$ cat src/rtl/toggle_monitor.sv
// Half-period monitor for the count7 toggle divider: measures each toggle interval,
// qualifies it against EXP_HALF +/- TOL, declares lock and requests a divider resync on loss.
//
// state   | meaning
// --------+----------------------------------------------------------
// IDLE    | monitor disabled, waiting for enable
// ACQUIRE | waiting for the first toggle edge to start interval timing
// TRACK   | measuring intervals, counting consecutive good ones
// LOCKED  | LOCK_N good intervals seen, lock asserted
// RESYNC  | resync pulse to the divider for RESYNC_LEN cycles
module toggle_monitor #(
  parameter int EXP_HALF   = 8,
  parameter int TOL        = 1,
  parameter int LOCK_N     = 4,
  parameter int RESYNC_LEN = 2,
  parameter int CNT_W      = 8
) (
  input  logic             clock,
  input  logic             reset_n,
  input  logic             enable,
  input  logic             toggle_in,
  output logic             edge_pulse,
  output logic [CNT_W-1:0] half_period,
  output logic             lock,
  output logic             err_pulse,
  output logic [7:0]       err_count,
  output logic             resync
);

  localparam int LO_I = (EXP_HALF > TOL) ? (EXP_HALF - TOL) : 0;
  localparam logic [CNT_W-1:0] LO_LIM  = CNT_W'(LO_I);
  localparam logic [CNT_W-1:0] HI_LIM  = CNT_W'(EXP_HALF + TOL);
  localparam logic [CNT_W-1:0] TMO_LIM = CNT_W'(EXP_HALF + TOL + 1);
  localparam logic [7:0]       LOCK_M1 = 8'(LOCK_N - 1);
  localparam logic [7:0]       RS_LOAD = 8'(RESYNC_LEN - 1);

  typedef enum logic [2:0] {
    S_IDLE,
    S_ACQUIRE,
    S_TRACK,
    S_LOCKED,
    S_RESYNC
  } state_t;

  state_t           state;
  logic             toggle_d;
  logic [CNT_W-1:0] cnt;
  logic [7:0]       good_cnt;
  logic [7:0]       rs_cnt;

  logic             tog_edge;
  logic             good;
  logic             timeout;
  logic [CNT_W-1:0] cnt_inc;
  logic [7:0]       err_inc;

  always_comb begin
    tog_edge = toggle_in ^ toggle_d;
    good     = (cnt >= LO_LIM) && (cnt <= HI_LIM);
    // an edge landing exactly on the timeout count is judged as a bad interval instead
    timeout  = (cnt == TMO_LIM) && !tog_edge;
    cnt_inc  = (cnt == {CNT_W{1'b1}}) ? cnt : cnt + CNT_W'(1);
    err_inc  = (err_count == 8'hFF) ? err_count : err_count + 8'd1;
  end

  always_ff @(posedge clock) begin
    if (!reset_n) begin
      state       <= S_IDLE;
      toggle_d    <= 1'b0;
      cnt         <= '0;
      good_cnt    <= '0;
      rs_cnt      <= '0;
      edge_pulse  <= 1'b0;
      half_period <= '0;
      lock        <= 1'b0;
      err_pulse   <= 1'b0;
      err_count   <= '0;
      resync      <= 1'b0;
    end else begin
      // tracked in every state so that enabling never sees a stale edge
      toggle_d   <= toggle_in;
      edge_pulse <= 1'b0;
      err_pulse  <= 1'b0;

      if (!enable) begin
        state    <= S_IDLE;
        lock     <= 1'b0;
        resync   <= 1'b0;
        cnt      <= '0;
        good_cnt <= '0;
        rs_cnt   <= '0;
      end else begin
        case (state)
          S_IDLE: begin
            cnt   <= '0;
            state <= S_ACQUIRE;
          end

          S_ACQUIRE: begin
            if (tog_edge) begin
              cnt      <= CNT_W'(1);
              good_cnt <= '0;
              state    <= S_TRACK;
            end else begin
              cnt <= cnt_inc;
            end
          end

          S_TRACK: begin
            cnt <= tog_edge ? CNT_W'(1) : cnt_inc;
            if (tog_edge) begin
              edge_pulse  <= 1'b1;
              half_period <= cnt;
              if (good) begin
                good_cnt <= good_cnt + 8'd1;
                if (good_cnt == LOCK_M1) begin
                  lock  <= 1'b1;
                  state <= S_LOCKED;
                end
              end else begin
                err_pulse <= 1'b1;
                err_count <= err_inc;
                good_cnt  <= '0;
              end
            end else if (timeout) begin
              err_pulse <= 1'b1;
              err_count <= err_inc;
              good_cnt  <= '0;
              state     <= S_ACQUIRE;
            end
          end

          S_LOCKED: begin
            cnt <= tog_edge ? CNT_W'(1) : cnt_inc;
            if (tog_edge) begin
              edge_pulse  <= 1'b1;
              half_period <= cnt;
            end
            if ((tog_edge && !good) || timeout) begin
              err_pulse <= 1'b1;
              err_count <= err_inc;
              lock      <= 1'b0;
              resync    <= 1'b1;
              rs_cnt    <= RS_LOAD;
              good_cnt  <= '0;
              cnt       <= '0;
              state     <= S_RESYNC;
            end
          end

          S_RESYNC: begin
            cnt <= '0;
            if (rs_cnt == 8'd0) begin
              resync <= 1'b0;
              state  <= S_ACQUIRE;
            end else begin
              rs_cnt <= rs_cnt - 8'd1;
            end
          end

          default: begin
            lock   <= 1'b0;
            resync <= 1'b0;
            cnt    <= '0;
            state  <= S_IDLE;
          end
        endcase
      end
    end
  end

endmodule

$ cat config.mk
export PLATFORM = sky130hd
export DESIGN_NAME = toggle_monitor
export DESIGN_NICKNAME = d
export VERILOG_FILES = /design/src/rtl/toggle_monitor.sv
export SDC_FILE = /design/constraint.sdc
export NUM_CORES = 1
export LEC_CHECK = 0
export ABC_AREA = 1
export ABC_CLOCK_PERIOD_IN_PS = 1600
export CORE_UTILIZATION = 40
export CTS_CLUSTER_SIZE = 25
export DETAILED_ROUTE_END_ITERATION = 6
export DONT_BUFFER_PORTS = 1
export GPL_TIMING_DRIVEN = 0
export PLACE_DENSITY = 0.52
export SYNTH_ARGS = -nofsm -noshare
export SYNTH_HDL_FRONTEND = slang
export SYNTH_SLANG_ARGS = --single-unit
$ cat constraint.sdc
create_clock -name clock -period 1.6 [get_ports clock]
set_input_delay 0.32 -clock clock [delete_from_list [all_inputs] [get_ports clock]]
set_output_delay 0.32 -clock clock [all_outputs]
set_load 0.02 [all_outputs]
==> results.txt <==
----------------------------------------------------
[Setup path]
  Critical path required time ... 1780 ps
  Slowest CP cell ... sky130_fd_sc_hd__dfxtp_4
  Crit path DAT ... 1820 ps
  Worst setup EP type ... register
  Peak fanout along the critical path ... 6
  Number of buffers and inverters on the critical path ... 2
  Setup slack, reg-to-reg ... -50 ps
  Cell Chain, Critical Path ... inv_4, ha_2, o21ai_2, nand2_2, nand3_2, nand2_2, nand2_4, buf_8, nand3_4, nand2_1, a21oi_1
  CP max stage delay ... slightly below 400 ps
  Delay-heaviest family, CP ... simple AND/OR/NAND/NOR gates
  Crit path kind ... register to register
  Worst Setup Start Kind ... register
  Most frequent cell on the critical path ... sky130_fd_sc_hd__nand2_2

[Detailed routing]
  Number of DRC markers after the initial detailed-route iteration ... roughly 110
  Uppermost routed layer ... met4
  Total routed wire length on the met1 layer ... 2870 µm
  Average detailed-routed wire length per instance ... 13.3 µm
  Met3 Wirelength ... between 200 and 300 µm
  Router iterations before antenna repair ... 6
  Detailed-route vias per instance ... around 5.2
  Final Routed Wirelength ... approximately 5900 µm
  Vias ... 2323
  Residual DRC count ... 0
  Count of antenna-violating nets left after detailed routing ... 0
  Detail Route met2 WL ... between 2000 and 3000 µm

[Place]
  Final weighted congestion of routability-driven global placement ... between 0.8 and 0.9
  Count of input and output buffers ... 0
  Post-detail-place hpwl ... between 4000 and 5000 µm
  Pre-CTS worst setup slack ... -220 ps
  DP Area ... between 2000 and 3000 µm²

[GRT]
  Vias in the first global route ... approximately 2200
  Total grt overflow ... 0
  Wire length of the first global-routing pass ... around 10000 µm
  Pin count of the biggest net entering global routing ... 14
  Initial antenna violation count ... 0
  Total Routing Usage GR ... 0.197

[Floorplanning]
  Starting utilization of the core area ... 0.420
  Boundary pin count ... 24
  DIE WIDTH ... between 80 and 90 µm
  Die H ... between 80 and 90 µm
  Std cell rows ... 28
  CORE AREA ... ~6000 µm²
  Area of the die ... between 6000 and 7000 µm²

[STA]
  Setup skew after layout ... around 7 ps
  Highest achievable clock rate ... 608 MHz
  Number of pins exceeding their max-slew limit in the final report ... 0
  Post-Route Setup TNS ... -353 ps
  Final hold violations ... 0
  Final number of setup-violating endpoints ... 17
  Slew at the pin with the worst max-slew slack ... around 530 ps
  RSZ-0062 raised after global routing ... true
  Slew headroom ... 0.647
  Final clock period utilization by the worst path ... 1.03
  Final Worst Setup Slack ... -45.3 ps
  Time the worst path needs with I/O delays and setup ... approximately 1600 ps

[Clock tree]
  Hold Buf Count CTS ... 0
  CTS sink count ... between 40 and 50
  Number of buffers between clock root and the deepest sink ... 2
  Clock transition at the register clock pins on the worst setup and hold paths after CTS ... roughly 90 ps
  H-tree levels ... 2
  Clock tree from TritonCTS ... done
  Worst-skew pair later-pin latency ... roughly 300 ps
  Inserted Clock Buffers ... 5
  Cell chosen for the clock root ... sky130_fd_sc_hd__clkbuf_8

[Layout]
  Most frequent standard cell in the layout excluding fill and tap cells ... sky130_fd_sc_hd__nand2_1
  Most frequent cells in the layout ... 58 x sky130_fd_sc_hd__nand2_1, 48 x sky130_fd_sc_hd__nor2_1, 40 x sky130_fd_sc_hd__dfxtp_1
  Final Net Count ... 382
  Area growth syn-to-layout ... 20.9%
  Cell area after layout ... about 3000 µm²
  Final standard cell utilization of the core ... 0.508
  Fraction of layout instances using a drive strength above 1 ... 0.227
  Final antenna diode count ... 0

[Logic synthesis]
  Primary FF master, synth ... sky130_fd_sc_hd__dfxtp_1
  Post-synth EDFFs ... 0
  Mean instance size in the synthesized netlist ... between 7 and 8 µm²
  Share of flip-flops with an asynchronous set or reset ... 0
  Number of register bits inferred by synthesis ... 48
  Net count after synthesis ... approximately 360
  Register area share after synthesis ... 0.382
  Cell area after synthesis ... roughly 2500 µm²
  Gate Count Post-Synth ... around 350
  Unique masters post-synth ... 31
  YS warnings ... 0

[Power]
  Power density of the placed cells ... just over 700 nW/µm²
  Worst supply voltage drop on vdd ... 0.000461 V
  Total leakage power ... between 1 and 1.5 nW
  Total power consumption of the routed design ... about 2.2 mW

[Run status]
  Violations in the final reports ... negative setup slack
  Status ... finished with violations

[Flow run]
  Max-cap violation count ... 0

[Worst hold path]
  Hold crit path type ... input port to register

----------------------------------------------------
==> cell families (layout without fill, tap and decap cells) <==
family,after synthesis,in the layout,share of synthesized area
simple gates,180,181,0.337
compound gates,57,57,0.115
buf+inv,39,59,0.0646
fa+ha+maj,8,8,0.0397
xor+xnor,17,17,0.0621
flops,48,48,0.382
==> flip-flops by register name (all words and copies together), names as in the netlist <==
name and cells:
edge_pulse 1, good_cnt 8, resync 1, err_pulse 1, err_count 8, rs_cnt 8, cnt 8, state 3
half_period 8, lock 1, toggle_d 1
==> path summary, 6_finish.rpt <==
kind | startpoint | to | depth (start not counted)
worst max-delay path | cnt[1] | err_count[2] | 11
worst min-delay path | toggle_in | toggle_d | 2
worst min register to register | rs_cnt[0] | rs_cnt[0] | 2
worst max register to register | cnt[1] | err_count[2] | 11
==> layer usage <==
metal  GRT usage  up-vias
li1            -     1194
met1       0.256     1065
met2       0.302       53
met3      0.0517       11
met4      0.0857        0
met5           0        -
==> report_power, final <==
group          leakage (nW)  switching [mW]  internal (mW)
clock                0.0410           0.403          0.298
combinational         0.765           0.151         0.0722
sequential            0.393          0.0249           1.20
total                  1.20           0.579           1.57
==> cell usage after synthesis, drive strengths merged, types with 3 or more instances <==
library cell	count	area share
a21oi	37	0.074
buf	3	0.011
clkbuf	3	0.0045
dfxtp	48	0.38
ha	8	0.040
inv	33	0.049
nand2	71	0.11
nand3	26	0.066
nand4	14	0.035
nor2	58	0.093
nor3	8	0.020
o21ai	17	0.034
xnor2	4	0.014
xor2	13	0.048
==> layout make-up <==
class | instances | area [µm²]
plain buffers | 6 | 46.3
clock buffers | 6 | 72.6
multi-input cells | 263 | 1590
flip-flops and latches | 48 | 983
clock inverters | 1 | 5.00
repair buffers | 13 | 121
inverters | 33 | 134
fillers | 578 | 2950
well taps | 75 | 93.8
==> repair_timing <==
action / in CTS / in global routing
gates resized for setup: 46 / 21
pin swaps: 15 / 15
setup endpoints to repair: 39 / 38
cloned: 2 / 0
setup buffers: 7 / 5
==> metrics by stage <==
step / cells / hold WS, ps
6_report: 445 / 115
3_3_place_gp: 424 / 417
3_5_place_dp: 424 / 421
5_1_grt: 445 / 111
4_1_cts: 440 / 109
2_1_floorplan: 349 / 413
Note: power is estimated with default switching activity, not from simulation.
